**config.mk**
```make
export PLATFORM = sky130hd
export DESIGN_NAME = mmio_peripherals
export DESIGN_NICKNAME = d
export VERILOG_FILES = /design/src/rtl/mmio_peripherals_pkg.sv /design/src/rtl/photo_debounce.sv /design/src/rtl/mmio_peripherals.sv
export SDC_FILE = /design/constraint.sdc
export NUM_CORES = 1
export LEC_CHECK = 0
export ABC_AREA = 1
export CAP_MARGIN = 20
export CORE_MARGIN = 4
export CORE_UTILIZATION = 53
export CTS_CLUSTER_DIAMETER = 80
export DETAILED_ROUTE_END_ITERATION = 10
export MAX_ROUTING_LAYER = met4
export PLACE_DENSITY_LB_ADDON = 0.1
export SYNTH_ARGS = -nofsm -noshare
export SYNTH_HDL_FRONTEND = slang
export SYNTH_SLANG_ARGS = --single-unit
```
**constraint.sdc**
```tcl
create_clock -name clock -period 1.85 [get_ports clock]
set_clock_uncertainty 0.05 [all_clocks]
set_input_delay 0.37 -clock clock [delete_from_list [all_inputs] [get_ports clock]]
set_output_delay 0.37 -clock clock [all_outputs]
set_load 0.02 [all_outputs]
```
**src/rtl/mmio_peripherals_pkg.sv**
```systemverilog
// rtl/mmio_peripherals_pkg.sv - shared memory-map defines for the peripheral window
package mmio_peripherals_pkg;

    localparam logic [1:0]  MEM_ROM  = 2'd0;
    localparam logic [1:0]  MEM_RAM  = 2'd1;
    localparam logic [1:0]  MEM_MMIO = 2'd2;

    localparam logic [31:0] MMIO_BASE_DEFAULT = 32'hFFFF_FF00;
    localparam logic [31:0] TIMER_CMP_RESET   = 32'hFFFF_FFFF;

    localparam logic [7:0]  OFF_LED         = 8'h00;
    localparam logic [7:0]  OFF_PHOTO_LEVEL = 8'h04;
    localparam logic [7:0]  OFF_PHOTO_EDGE  = 8'h08;
    localparam logic [7:0]  OFF_TIMER_COUNT = 8'h0C;
    localparam logic [7:0]  OFF_TIMER_CMP   = 8'h10;
    localparam logic [7:0]  OFF_TIMER_STAT  = 8'h14;

endpackage

```
**src/rtl/photo_debounce.sv**
```systemverilog
// rtl/photo_debounce.sv - synchroniser and stability debounce for one photoresistor bit
module photo_debounce #(
    parameter int DEBOUNCE_CYCLES = 16
) (
    input  logic clock,
    input  logic reset_n,
    input  logic raw,
    output logic level,
    output logic rise
);
    localparam int            CW       = $clog2(DEBOUNCE_CYCLES + 1);
    localparam logic [CW-1:0] CNT_LAST = CW'(DEBOUNCE_CYCLES - 1);

    logic          sync1_q, sync1_d;
    logic          sync2_q, sync2_d;
    logic          level_q, level_d;
    logic [CW-1:0] cnt_q, cnt_d;

    // The counter only runs while a change is pending and stops at CNT_LAST.
    always_comb begin
        sync1_d = raw;
        sync2_d = sync1_q;
        level_d = level_q;
        cnt_d   = '0;
        if (sync2_q != level_q) begin
            if (cnt_q == CNT_LAST) begin
                level_d = sync2_q;
            end else begin
                cnt_d = cnt_q + 1'b1;
            end
        end
    end

    always_ff @(posedge clock) begin
        if (!reset_n) begin
            sync1_q <= 1'b0;
            sync2_q <= 1'b0;
            level_q <= 1'b0;
            cnt_q   <= '0;
        end else begin
            sync1_q <= sync1_d;
            sync2_q <= sync2_d;
            level_q <= level_d;
            cnt_q   <= cnt_d;
        end
    end

    assign level = level_q;
    assign rise  = level_d & ~level_q;

endmodule

```
**src/rtl/mmio_peripherals.sv**
```systemverilog
// rtl/mmio_peripherals.sv - memory-mapped LED, photoresistor and timer registers
module mmio_peripherals
    import mmio_peripherals_pkg::*;
#(
    parameter logic [31:0] BASE_ADDR       = MMIO_BASE_DEFAULT,
    parameter int          DEBOUNCE_CYCLES = 16
) (
    input  logic        clock,
    input  logic        reset_n,
    input  logic [31:0] address,
    input  logic [31:0] write_data,
    input  logic        mem_write,
    input  logic        mem_read,
    input  logic [1:0]  photores,
    output logic [31:0] read_data,
    output logic        hit,
    output logic [4:0]  led
);
    logic        in_win, wr_en, rd_en;
    logic [7:0]  offset;
    logic [31:0] rd_val;
    logic [1:0]  photo_level, photo_rise;
    logic        unused_addr_bits;

    logic [4:0]  led_q, led_d;
    logic [1:0]  photo_edge_q, photo_edge_d;
    logic [31:0] timer_count_q, timer_count_d;
    logic [31:0] timer_cmp_q, timer_cmp_d;
    logic        timer_stat_q, timer_stat_d;
    logic [31:0] read_data_q, read_data_d;
    logic        hit_q, hit_d;

    assign in_win           = address[31:8] == BASE_ADDR[31:8];
    assign offset           = {address[7:2], 2'b00};
    assign wr_en            = in_win & mem_write;
    assign rd_en            = in_win & mem_read;
    assign unused_addr_bits = ^address[1:0];

    for (genvar i = 0; i < 2; i++) begin : g_photo
        photo_debounce #(
            .DEBOUNCE_CYCLES(DEBOUNCE_CYCLES)
        ) u_debounce (
            .clock  (clock),
            .reset_n(reset_n),
            .raw    (photores[i]),
            .level  (photo_level[i]),
            .rise   (photo_rise[i])
        );
    end

    always_comb begin
        rd_val = '0;
        case (offset)
            OFF_LED:         rd_val = {27'd0, led_q};
            OFF_PHOTO_LEVEL: rd_val = {30'd0, photo_level};
            OFF_PHOTO_EDGE:  rd_val = {30'd0, photo_edge_q};
            OFF_TIMER_COUNT: rd_val = timer_count_q;
            OFF_TIMER_CMP:   rd_val = timer_cmp_q;
            OFF_TIMER_STAT:  rd_val = {31'd0, timer_stat_q};
            default:         rd_val = '0;
        endcase
    end

    // Reads sample pre-edge state, so a same-cycle store is invisible to the load.
    always_comb begin
        led_d         = led_q;
        photo_edge_d  = photo_edge_q;
        timer_count_d = timer_count_q + 32'd1;
        timer_cmp_d   = timer_cmp_q;
        timer_stat_d  = timer_stat_q;
        read_data_d   = rd_en ? rd_val : '0;
        hit_d         = in_win & (mem_read | mem_write);
        if (wr_en) begin
            case (offset)
                OFF_LED:         led_d = write_data[4:0];
                OFF_PHOTO_EDGE:  photo_edge_d = photo_edge_q & ~write_data[1:0];
                OFF_TIMER_COUNT: timer_count_d = write_data;
                OFF_TIMER_CMP:   timer_cmp_d = write_data;
                OFF_TIMER_STAT:  if (write_data[0]) timer_stat_d = 1'b0;
                default:         ;
            endcase
        end
        // Hardware set events override software clears in the same cycle.
        photo_edge_d = photo_edge_d | photo_rise;
        if (timer_count_q == timer_cmp_q) begin
            timer_stat_d = 1'b1;
        end
    end

    always_ff @(posedge clock) begin
        if (!reset_n) begin
            led_q         <= '0;
            photo_edge_q  <= '0;
            timer_count_q <= '0;
            timer_cmp_q   <= TIMER_CMP_RESET;
            timer_stat_q  <= 1'b0;
            read_data_q   <= '0;
            hit_q         <= 1'b0;
        end else begin
            led_q         <= led_d;
            photo_edge_q  <= photo_edge_d;
            timer_count_q <= timer_count_d;
            timer_cmp_q   <= timer_cmp_d;
            timer_stat_q  <= timer_stat_d;
            read_data_q   <= read_data_d;
            hit_q         <= hit_d;
        end
    end

    assign read_data = read_data_q;
    assign hit       = hit_q;
    assign led       = ~led_q;

endmodule
```
==> After elaboration in Yosys (flattened, before gate mapping) <==
Cells that the tools add are included.
{ "op_classes": {"reduce_logical": 10, "add_sub_neg": 3, "bitwise": 15, "n_eq_ne": 11, "muxes": 13} }
{ "op_table": {"columns": ["op", "n"], "rows": [
  ["32-bit case mux with 6 select lines", 1],
  ["32-bit two-way mux", 2],
  ["32-bit by 1-bit adder with 32-bit output (second input constant)", 1],
  ["32-bit equality test", 1],
  ["24-bit equality test (second input constant)", 1],
  ["6-bit by 2-bit equality test with 1-bit output (second input constant)", 2],
  ["6-bit by 3-bit equality test with 1-bit output (second input constant)", 2],
  ["5-bit by 1-bit adder with 5-bit output (second input constant)", 2],
  ["5-bit by 4-bit equality test with 1-bit output (second input constant)", 2],
  ["8-bit logical NOT", 1],
  ["1-bit two-way mux", 8],
  ["6-bit by 1-bit equality test with 1-bit output (second input constant)", 1],
  ["2-bit AND reduction", 3],
  ["2-bit nonzero test", 3],
  ["3-bit OR reduction", 2],
  ["1-bit AND", 5],
  ["1-bit inverter", 5],
  ["5-bit inverter", 1],
  ["2-bit two-way mux", 2],
  ["3-bit AND reduction", 1],
  ["2-bit AND", 1],
  ["1-bit inequality test", 2],
  ["2-bit inverter", 1],
  ["2-bit bitwise OR", 1],
  ["1-bit bitwise OR", 1]
]} }
{ "word_totals": {"input_bits": 70, "word_cells": 67, "regBits": 121} }

==> Logic depth before layout (Yosys ltp) <==
Gate-level depths: netlist of run 1.
{ "depth": {"word_depth": 5, "ltp_mapped": 11, "ltp_nobuf": 11} }

==> Hierarchy <==
Synthesis of run 1 repeated with hierarchy kept, for this count alone.
{ "unflattened": {"hier_cells": 915, "hier_area_um2": 6095.8} }
{ "modules_own_cells": {"columns": ["module", "area_per_inst_um2", "n_inst", "cells_each", "seq_area_each_um2"], "rows": [
  ["mmio_peripherals", 5450.2, 1, 837, 2102.0],
  ["photo_debounce", 322.8, 2, 39, 160.2]
]} }

==> Worst setup path before layout of run 1 <==
No wires, ideal clock.
{ "synth_path": {"path_kind": "register to register", "from": "reg timer_count_q[0]", "to": "reg timer_count_q[16]", "path_buffers": 0, "arrival_time_ns": 1.368, "path_slack_ns": 0.314, "path_stages_with_launch": 10, "synth_period_minus_slack_ns": 1.536, "required_time_ns": 1.682, "path_cell_list": "dfxtp_1 ha_1 inv_1 nor2_2 nand2_4 nor2_1 xor2_1 nand2_1 nand2_1 nor2_1"} }
{ "synth_via": {"elab_chain_len": 3} }
{ "synth_rtl": {"columns": ["item", "line_no", "text"], "rows": [
  ["start, declared", "mmio_peripherals.sv:27", "logic [31:0] timer_count_q, timer_count_d;"],
  ["start signal, assigned", "mmio_peripherals.sv:102", "timer_count_q <= timer_count_d;"],
  ["32-bit by 1-bit adder with 32-bit output *", "mmio_peripherals.sv:68", "timer_count_d = timer_count_q + 32'd1;"],
  ["32-bit two-way mux", "mmio_peripherals.sv:74", "case (offset)"],
  ["32-bit two-way mux *", "mmio_peripherals.sv:73", "if (wr_en) begin"]
]} }
Mark *: on every way between the ends. The rest lies on a longest branch, timed or not.
A chain may end at the register's enable or synchronous reset.

==> Worst setup path in the final report of run 1 <==
{ "layout_path": {"from": "reg read_data_q[7], in the netlist read_data[7]", "to": "out read_data[7]"} }
{ "layout_lines": {"columns": ["item", "line_no", "text"], "rows": [
  ["start, declared", "mmio_peripherals.sv:30", "logic [31:0] read_data_q, read_data_d;"],
  ["start signal, assigned", "mmio_peripherals.sv:105", "read_data_q <= read_data_d;"],
  ["end, declared", "mmio_peripherals.sv:15", "output logic [31:0] read_data,"]
]} }
No word-level cell between the ends.

==> results.md, run 1 <==
- The most frequently used flop master after synthesis is sky130_fd_sc_hd__dfxtp_1.
- Entering global routing, the biggest net connects 37 pins.
- The hold violation count in the final report is 0.
- The logic depth of the worst path, buffers included is 1.
- At the worst endpoint, the arrival time is 1.35 ns.
- The peak fanout along the critical path is 1.
- The kind of end point of the critical path is a primary output.
- The number of instances in the synthesized netlist is 908.
- The most common cell after layout, fill and taps aside is sky130_fd_sc_hd__nand2_1.
- Setup repair after global routing left no endpoint under its margin.
- The async set or reset register ratio after synthesis is 0%.
- The dominant cell type by area after synthesis is sky130_fd_sc_hd__dfxtp_1.
- The critical path is of the flop to primary output type.
- The worst hold-check slack is 0.221 ns.
- The largest single stage delay on the critical path is 0.60 ns.
- The final-stage net count is 1,115.
- The count of cells along the worst hold path is 2.
- Dividing total power by cell area gives a power density of 781 nW/µm².
- In this run, CTS created clock tree buffers numbering 17.
- Global routing used 25.1% of the available tracks.
- The flow ran to the end, and the final reports show no timing, DRC or antenna violations.
- The average vias per placed instance is 5.05.
- The count of input and output buffers is 105.
- The count of yosys warnings during synthesis is 0.
- The number of cells on the worst reg-to-reg path is 9.
- For this design, the sink count on the clock tree is 121.
- The number of nets handed over by synthesis was 983.
- The slowest stage of the critical path is the sky130_fd_sc_hd__clkdlybuf4s50_1 cell.
- The count of antenna diodes in the layout is 0.
- The area enclosed by the die boundary is 13,500 µm².
- The initial antenna violation count came to 0.
- The later pin in the worst-skew pair is clocked with a latency of 0.42 ns.
- IR analysis of the VDD net gives a maximum drop of 0.884 mV.
- Together, buffers and inverters on the worst path number 1.
- The unique cell type count in the Yosys netlist is 33.
- The area share of the largest cell type after synthesis is 39.1%.
- The routability congestion estimate is 0.919.
- After clock tree synthesis, the flow added hold-fix buffers numbering 0.
- The number of max-cap violations is 0.
- The area inside the core boundary is 11,400 µm².
- Sorting the synthesized cells by area gives the leading types as sky130_fd_sc_hd__dfxtp_1, sky130_fd_sc_hd__nand2_1, sky130_fd_sc_hd__nor2_1.
- Relative to the synthesized area, the layout overhead comes to 32.7%.
- The initialized floorplan defines 39 standard-cell rows.
- In the layout the commonest cells are sky130_fd_sc_hd__nand2_1, sky130_fd_sc_hd__nor2_1, sky130_fd_sc_hd__dfxtp_1.
- For the pin with the worst max-slew slack, the measured transition is 0.405 ns.
- After detailed routing, the number of remaining DRC violations is 0.
- The final critical-path share of the clock period is 95.5%.
- The post-route minimum period is 1.77 ns.
- The number of ports placed on the die boundary is 108.
- The critical path startpoint category is a flop.
- The number of DRC markers after the initial detailed-route iteration is 383.
- The placed wire-length estimate is 11,400 µm.
- Clock-pin slew was measured on the worst setup and hold paths at 0.06 ns.
- The clock passes through at most 2 buffers.
- The sequential share of the synthesized area is 39.1%.
- The residual overflow from global routing is 0.
- The floorplan die height is 116 µm.
- The number of global-route vias before repair is 5,824.
- Including well taps, the total number of placed cells is 1,164.
- Synthesis inferred 121 register bits.
- The count of nets left with antenna violations once routing finished came out at 0.
- The die width is 116 µm.
- The count of cells in the finished layout, fillers not included, comes to 1,196.
- The total via count after detailed routing is 6,036.
- The class of the tightest hold or removal check is primary input to flop.
- Traced cell by cell, the critical path runs through clkdlybuf4s50_1.
- The family of cells with the greatest summed delay on the critical path is buffers and inverters.
- Of the cells placed in the final design, the portion with a size suffix greater than 1 is 10.5%.
- The leakage power of the design is 3.48 nW.
- The initial standard-cell utilization of the core is 54.2%.
- Wires add up to 15,600 µm.
- The clock root buffer master is sky130_fd_sc_hd__clkbuf_16.
- The first-pass iteration count of the detailed router is 7.
- A synthesized cell averages 6.82 µm².
- The data required time of the worst path is 1.43 ns.
- The total of endpoints with negative setup slack in the final report is 0.
- The max-slew violation total from the final report came to 0.
- The post-synthesis instance area is 6190 µm².
- TritonCTS built the clock tree.
- The average wire length per cell after detail routing is 13.0 µm.
- The number of synthesized flops with an enable pin is 0.
- The clock tree synthesis step divided the H-tree into 4 levels.
- The remaining max-slew budget at the tightest pin is 73.0%.
- The peak clock frequency supported by timing is 566 MHz.
- The first global-routing pass estimated 26,100 µm of wire.
-- where the power goes --
group | switching [mW] | internal [mW] | leakage (nW)
Sequential | 0.00864 | 2.62 | 0.977
Clock | 1.22 | 2.26 | 0.293
Combinational | 0.136 | 0.175 | 2.21
-- path summary, 6_finish.rpt --
check / startpoint / end / slack [ns]
hold reg to reg: g_photo[1].u_debounce.sync1_q$_SDFF_PN0_ / g_photo[1].u_debounce.sync2_q$_SDFF_PN0_ / 0.36
hold / removal: reset_n / timer_cmp_q[0]$_SDFFE_PN1P_ / 0.22
setup reg to reg: timer_count_q[1]$_SDFF_PN0_ / timer_count_q[16]$_SDFF_PN0_ / 0.23
setup / recovery: read_data[7]$_SDFF_PN0_ / read_data[7] / 0.08
-- cell usage after synthesis (6+ instances only) --
cell type and instances:
sky130_fd_sc_hd__nand3_1 57, sky130_fd_sc_hd__inv_1 66, sky130_fd_sc_hd__o21ai_1 6, sky130_fd_sc_hd__nor3_1 13
sky130_fd_sc_hd__buf_6 7, sky130_fd_sc_hd__a22oi_1 31, sky130_fd_sc_hd__nor2_1 161, sky130_fd_sc_hd__buf_2 17
sky130_fd_sc_hd__o21ai_0 7, sky130_fd_sc_hd__xor2_1 6, sky130_fd_sc_hd__dfxtp_1 121, sky130_fd_sc_hd__nor2_4 12
sky130_fd_sc_hd__nor2_2 10, sky130_fd_sc_hd__nand2_1 299, sky130_fd_sc_hd__nand2_2 6, sky130_fd_sc_hd__xnor2_1 33
sky130_fd_sc_hd__a21oi_1 15
-- final cells by class --
| type | instances | area [µm²] |
|---|---|---|
| Inverter | 70 | 263 |
| Clock buffer | 18 | 429 |
| Clock inverter | 14 | 199 |
| Sequential cell | 121 | 2420 |
| Timing Repair Buffer | 143 | 1400 |
| Fill cell | 994 | 3200 |
| Multi-Input combinational cell | 687 | 3330 |
| Tap cell | 143 | 179 |
-- cells by family (layout without fill, tap and decap cells) --
family          after synthesis  in the layout  synth area share (%)
simple gates                577            577                  40.2
fa+ha+maj                     5              5                  1.01
buf+inv                     100            245                  7.31
compound gates               66             66                  6.87
flops                       121            121                  39.1
xor+xnor                     39             39                  5.52
-- routing by layer --
layer / track usage [%] / share of wire [%]
met5: - / 0
met4: 9.67 / 2.2
met3: 5.39 / 5.3
met2: 41.8 / 49
met1: 29.7 / 44
-- state kept, by name, summed over array words and instances, names as in the netlist --
register                    flops
read_data                      32
timer_count_q                  32
g_photo.u_debounce.sync2_q      2
photo_edge_q                    2
timer_cmp_q                    32
hit                             1
g_photo.u_debounce.sync1_q      2
g_photo.u_debounce.cnt_q       10
led_q                           5
timer_stat_q                    1
g_photo.u_debounce.level        2
-- through the flow --
stage | util (%) | worst slack [ns] | TNS [ns] | power (mW) | cell area, µm²
final | 72.0 | 0.0825 | 0 | 6.42 | 8220
after CTS | 71.8 | 0.0110 | 0 | 6.45 | 8200
after floorplan | - | 0.314 | 0 | 2.79 | 6190
after global routing | 72.0 | 0.0173 | 0 | 6.59 | 8220
after global placement | 66.3 | -0.215 | -15.34 | 2.99 | 7570
after detailed placement | 66.3 | -0.260 | -19.23 | 2.99 | 7570
-- timing repair --
action	4_1_cts	5_1_grt
gates resized for setup	2	4
setup endpoints to repair	2	6
buffers inserted	0	0
(Power assumes the default switching activity.)
==> run 2, diff against run 1 <==
--- a/config.mk
+++ b/config.mk
@@ -5,14 +5,15 @@
 export SDC_FILE = /design/constraint.sdc
 export NUM_CORES = 1
 export LEC_CHECK = 0
-export ABC_AREA = 1
 export CAP_MARGIN = 20
 export CORE_MARGIN = 4
-export CORE_UTILIZATION = 53
+export CORE_UTILIZATION = 52
 export CTS_CLUSTER_DIAMETER = 80
 export DETAILED_ROUTE_END_ITERATION = 10
+export GPL_TIMING_DRIVEN = 0
 export MAX_ROUTING_LAYER = met4
 export PLACE_DENSITY_LB_ADDON = 0.1
+export REMOVE_ABC_BUFFERS = 1
 export SYNTH_ARGS = -nofsm -noshare
 export SYNTH_HDL_FRONTEND = slang
 export SYNTH_SLANG_ARGS = --single-unit
==> run 2 against run 1 <==
  * Total power down 1.7%
  * Sequential share of layout area is 2.3 points higher
  * Worst hold slack improved by 0.12 ns
  * Highest routed layer unchanged
==> results.md, run 2 <==
- The number of instances in the synthesized netlist is 628 (-31%).
- The proportion of layout cells with a drive suffix above 1 is 16.1% (+5.6 points).
- The area enclosed by the die boundary is 12,200 µm² (-9.5%).
- The buffer depth of the longest clock path is 2 (unchanged).
- The leakage power of the design came to 3.28 nW (-5.8%).
- The post-synthesis instance area is 5460 µm² (-12%).
- The unique cell type count in the Yosys netlist is 39 (+18%).
- The register bit count reported by yosys is 121 (unchanged).
- The global router's overall resource usage is 26.6% (+1.6 points).
- The number of global-route vias before repair is 5,259 (-9.7%).
- The sequential share of the synthesized area is 44.4% (+5.3 points).
- The final setup slack of the worst path is 0.0365 ns (-0.0461 ns).
- The DRC violations left is 0 (unchanged).
- The count of antenna diodes in the layout is 0 (unchanged).
- Summed over all instances, the cell type with the most area after synthesis is sky130_fd_sc_hd__dfxtp_1.
- The run finished with clean final reports.
- The count of placed standard cells including taps is 829 (-29%).
- The sink count of the clock tree is 121 (unchanged).
- After synthesis, the most frequently instantiated cells are sky130_fd_sc_hd__dfxtp_1, sky130_fd_sc_hd__nand2_1, sky130_fd_sc_hd__nor2_1, sky130_fd_sc_hd__xnor2_1, sky130_fd_sc_hd__nand3_1.
- The total wirelength of the detailed-routed design was 16,100 µm (+3.0%).
- The peak clock frequency supported by timing was 551 MHz (-2.5%).
- The final cell count without fillers is 887 (-26%).
- The final standard cell area without fillers was 7690 µm² (-6.4%).
- In this run the worst hold path is classified as primary input to flop.
- The first-pass GRT wire length was 25,700 µm (-1.8%).
- The clock root buffer master is sky130_fd_sc_hd__clkbuf_8.
- The mean post-synth cell area is 8.69 µm² (+27%).
- The actual transition at the worst max-transition pin is 0.787 ns (+0.383 ns).
- The count of input and output buffers is 105 (unchanged).
- The final cell utilization of the core is 74.8% (+2.9 points).
- The clock-pin slew of the registers on the worst-case setup and hold paths is 0.06 ns (about the same).
- The number of cells traversed by the worst register-to-register path is 6 (-3).
- The average wire length per cell after detail routing is 18.1 µm (+39%).
- The critical path data arrival time is 2.22 ns (+0.87 ns).
- The peak fanout along the critical path is 7 (+6).
- The data required time of the worst path is 2.25 ns (+0.82 ns).
- The floorplan die height is 110 µm (-4.9%).
- The post-detailed-route count of antenna-violating nets is 0 (unchanged).
- The power per standard cell area was 821 nW/µm² (+5.1%).
- The count of yosys warnings during synthesis is 0 (unchanged).
- The area share of the largest cell type after synthesis is 44.4% (+5.3 points).
- The average vias per placed instance came to 5.75 (+14%).
- The initial standard-cell utilization of the core is 53.1% (-1.1 points).
- The total via count after detailed routing is 5,096 (-16%).
- The later-pin clock latency in the skew report is 0.52 ns (+0.10 ns).
- The CTS tree is done.
- The remaining max-slew budget at the tightest pin is 47.5% (-26 points).
- The number of synthesized flops with an enable pin is 0 (unchanged).
- In this run the worst setup path begins at timer_count_q[13]$_SDFF_PN0_.
- The number of max-cap violations was 0 (unchanged).
- The number of DRC markers after the initial detailed-route iteration is 409 (+6.8%).
- The post-place instance area is 6640 µm² (-12%).
- The summed negative setup slack over all endpoints is 0 ns (unchanged).
- The placed wire-length estimate was 10,100 µm (-11%).
- The max-slew violation total from the final report is 0 (unchanged).
- The total clock buffers created by CTS is 17 (unchanged).
- The post-route minimum period was 1.81 ns (+0.0461 ns).
- Yosys attributes the largest share of cell area to sky130_fd_sc_hd__dfxtp_1, sky130_fd_sc_hd__xnor2_1, sky130_fd_sc_hd__nand2_1.
- The worst register-to-register path ends at timer_count_q[27]$_SDFF_PN0_.
- The capture point of the worst path is timer_count_q[27]$_SDFF_PN0_.
- The initial antenna violation count is 0 (unchanged).
- The startpoint of the lowest-slack register-to-register path is timer_count_q[13]$_SDFF_PN0_.
- The worst slack at placement is -2.04 ns (-1.78 ns).
- The number of ports placed on the die boundary is 108 (unchanged).
- The die width was 110 µm (-4.9%).
- The kind of end point of the critical path is a flop.
- The final critical-path share of the clock period was 98.0% (+2.5 points).
- The area inside the core boundary is 10,300 µm² (-10%).
- The relative area change from synthesis to final layout is 41.0%.
- The total number of placement rows came to 37 (-5.1%).
- The routability congestion estimate is 0.842 (-8.3%).
- The async set or reset register ratio after synthesis was 0% (unchanged).
- The residual overflow from global routing came to 0 (unchanged).
- The number of levels in the clock H-tree came to 4 (unchanged).
- For this run, the leading register cell type out of synthesis is sky130_fd_sc_hd__dfxtp_1.
- The total of endpoints with negative setup slack in the final report is 0 (unchanged).
- The first-pass iteration count of the detailed router is 5 (-2).
- The critical path in this run is classified as flop to flop.
- The highest ir drop seen on vdd is 0.680 mV (-23%).
- In the layout the commonest cells are sky130_fd_sc_hd__dfxtp_1, sky130_fd_sc_hd__nand2_1, sky130_fd_sc_hd__clkdlybuf4s50_1.
- The hold violation count in the final report is 0 (unchanged).
- The pin count of the biggest net entering global routing is 43 (+16%).
- The worst hold-check slack was 0.338 ns (+0.117 ns).
- The critical path startpoint category is a flop.
- The dominant cell by count in the synthesized netlist is sky130_fd_sc_hd__dfxtp_1.
- The total chip power is 6.31 mW (-1.7%).
- The most common cell after layout, fill and taps aside is sky130_fd_sc_hd__dfxtp_1.
- The setup slack on the worst flop-to-flop path came to 0.04 ns (-0.19 ns).
- The final-stage net count came to 814 (-27%).
[run 2: per-layer routing]
| metal | track usage, % | up-vias | wire [µm] |
|---|---|---|---|
| met3 | 6.41 | 48 | 952 |
| met4 | 12.2 | 0 | 572 |
| met2 | 45.0 | 185 | 8240 |
| met1 | 29.7 | 2454 | 6290 |
| met5 | - | - | 0 |
| li1 | - | 2409 | - |
[run 2: worst max-delay path, cell delays in order, from the launching register on]
cell and delay [ns]:
sky130_fd_sc_hd__dfxtp_1 0.50, sky130_fd_sc_hd__nand4_1 0.21, sky130_fd_sc_hd__nor4_4 0.38, sky130_fd_sc_hd__buf_4 0.18, sky130_fd_sc_hd__nand4_1 0.11, sky130_fd_sc_hd__xor2_1 0.17
sky130_fd_sc_hd__a21oi_1 0.14
[run 2: how the worst min path moves through the flow]
stage,startpoint,depth (start not counted),to,slack [ns]
6_report,reset_n,2,timer_cmp_q[18]$_SDFFE_PN1P_,0.34
5_1_grt,reset_n,2,timer_cmp_q[16]$_SDFFE_PN1P_,0.37
4_1_cts,reset_n,2,timer_cmp_q[17]$_SDFFE_PN1P_,0.32
3_5_place_dp,g_photo[0].u_debounce.sync1_q$_SDFF_PN0_,1,g_photo[0].u_debounce.sync2_q$_SDFF_PN0_,0.38
3_3_place_gp,g_photo[0].u_debounce.sync1_q$_SDFF_PN0_,1,g_photo[0].u_debounce.sync2_q$_SDFF_PN0_,0.37
2_1_floorplan,g_photo[0].u_debounce.sync1_q$_SDFF_PN0_,1,g_photo[0].u_debounce.sync2_q$_SDFF_PN0_,0.36
[run 2: what timing repair did]
action                                  in CTS  in global routing
pin swaps                                    7                 10
endpoints found under the setup margin     133                 75
gates resized for setup                     63                 46
hold buffers                                 0                  0
setup buffers                               19                  7
gates cloned                                 1                  1
[run 2: layout make-up]
class	count	area (µm²)
well taps	136	170
clock inverters	7	113
multi-input cells	447	2970
clock buffers	24	500
inverters	13	48.8
fillers	754	2580
repair buffers	139	1440
flip-flops and latches	121	2450
[run 2: cell families after synthesis]
logic type | synth area share, %
multiplexers | 2.43
AND/OR/NAND/NOR | 25.5
adder cells (fa/ha/maj) | 1.15
buffers and inverters | 4.52
XOR/XNOR | 10.9
flip-flops | 44.4
AO/OA/AOI/OAI | 11.1
[run 2: report_power, final]
part	switching [mW]	internal, mW
combinational	0.125	0.174
sequential	0.0169	2.62
clock	1.12	2.25
total	1.27	5.05
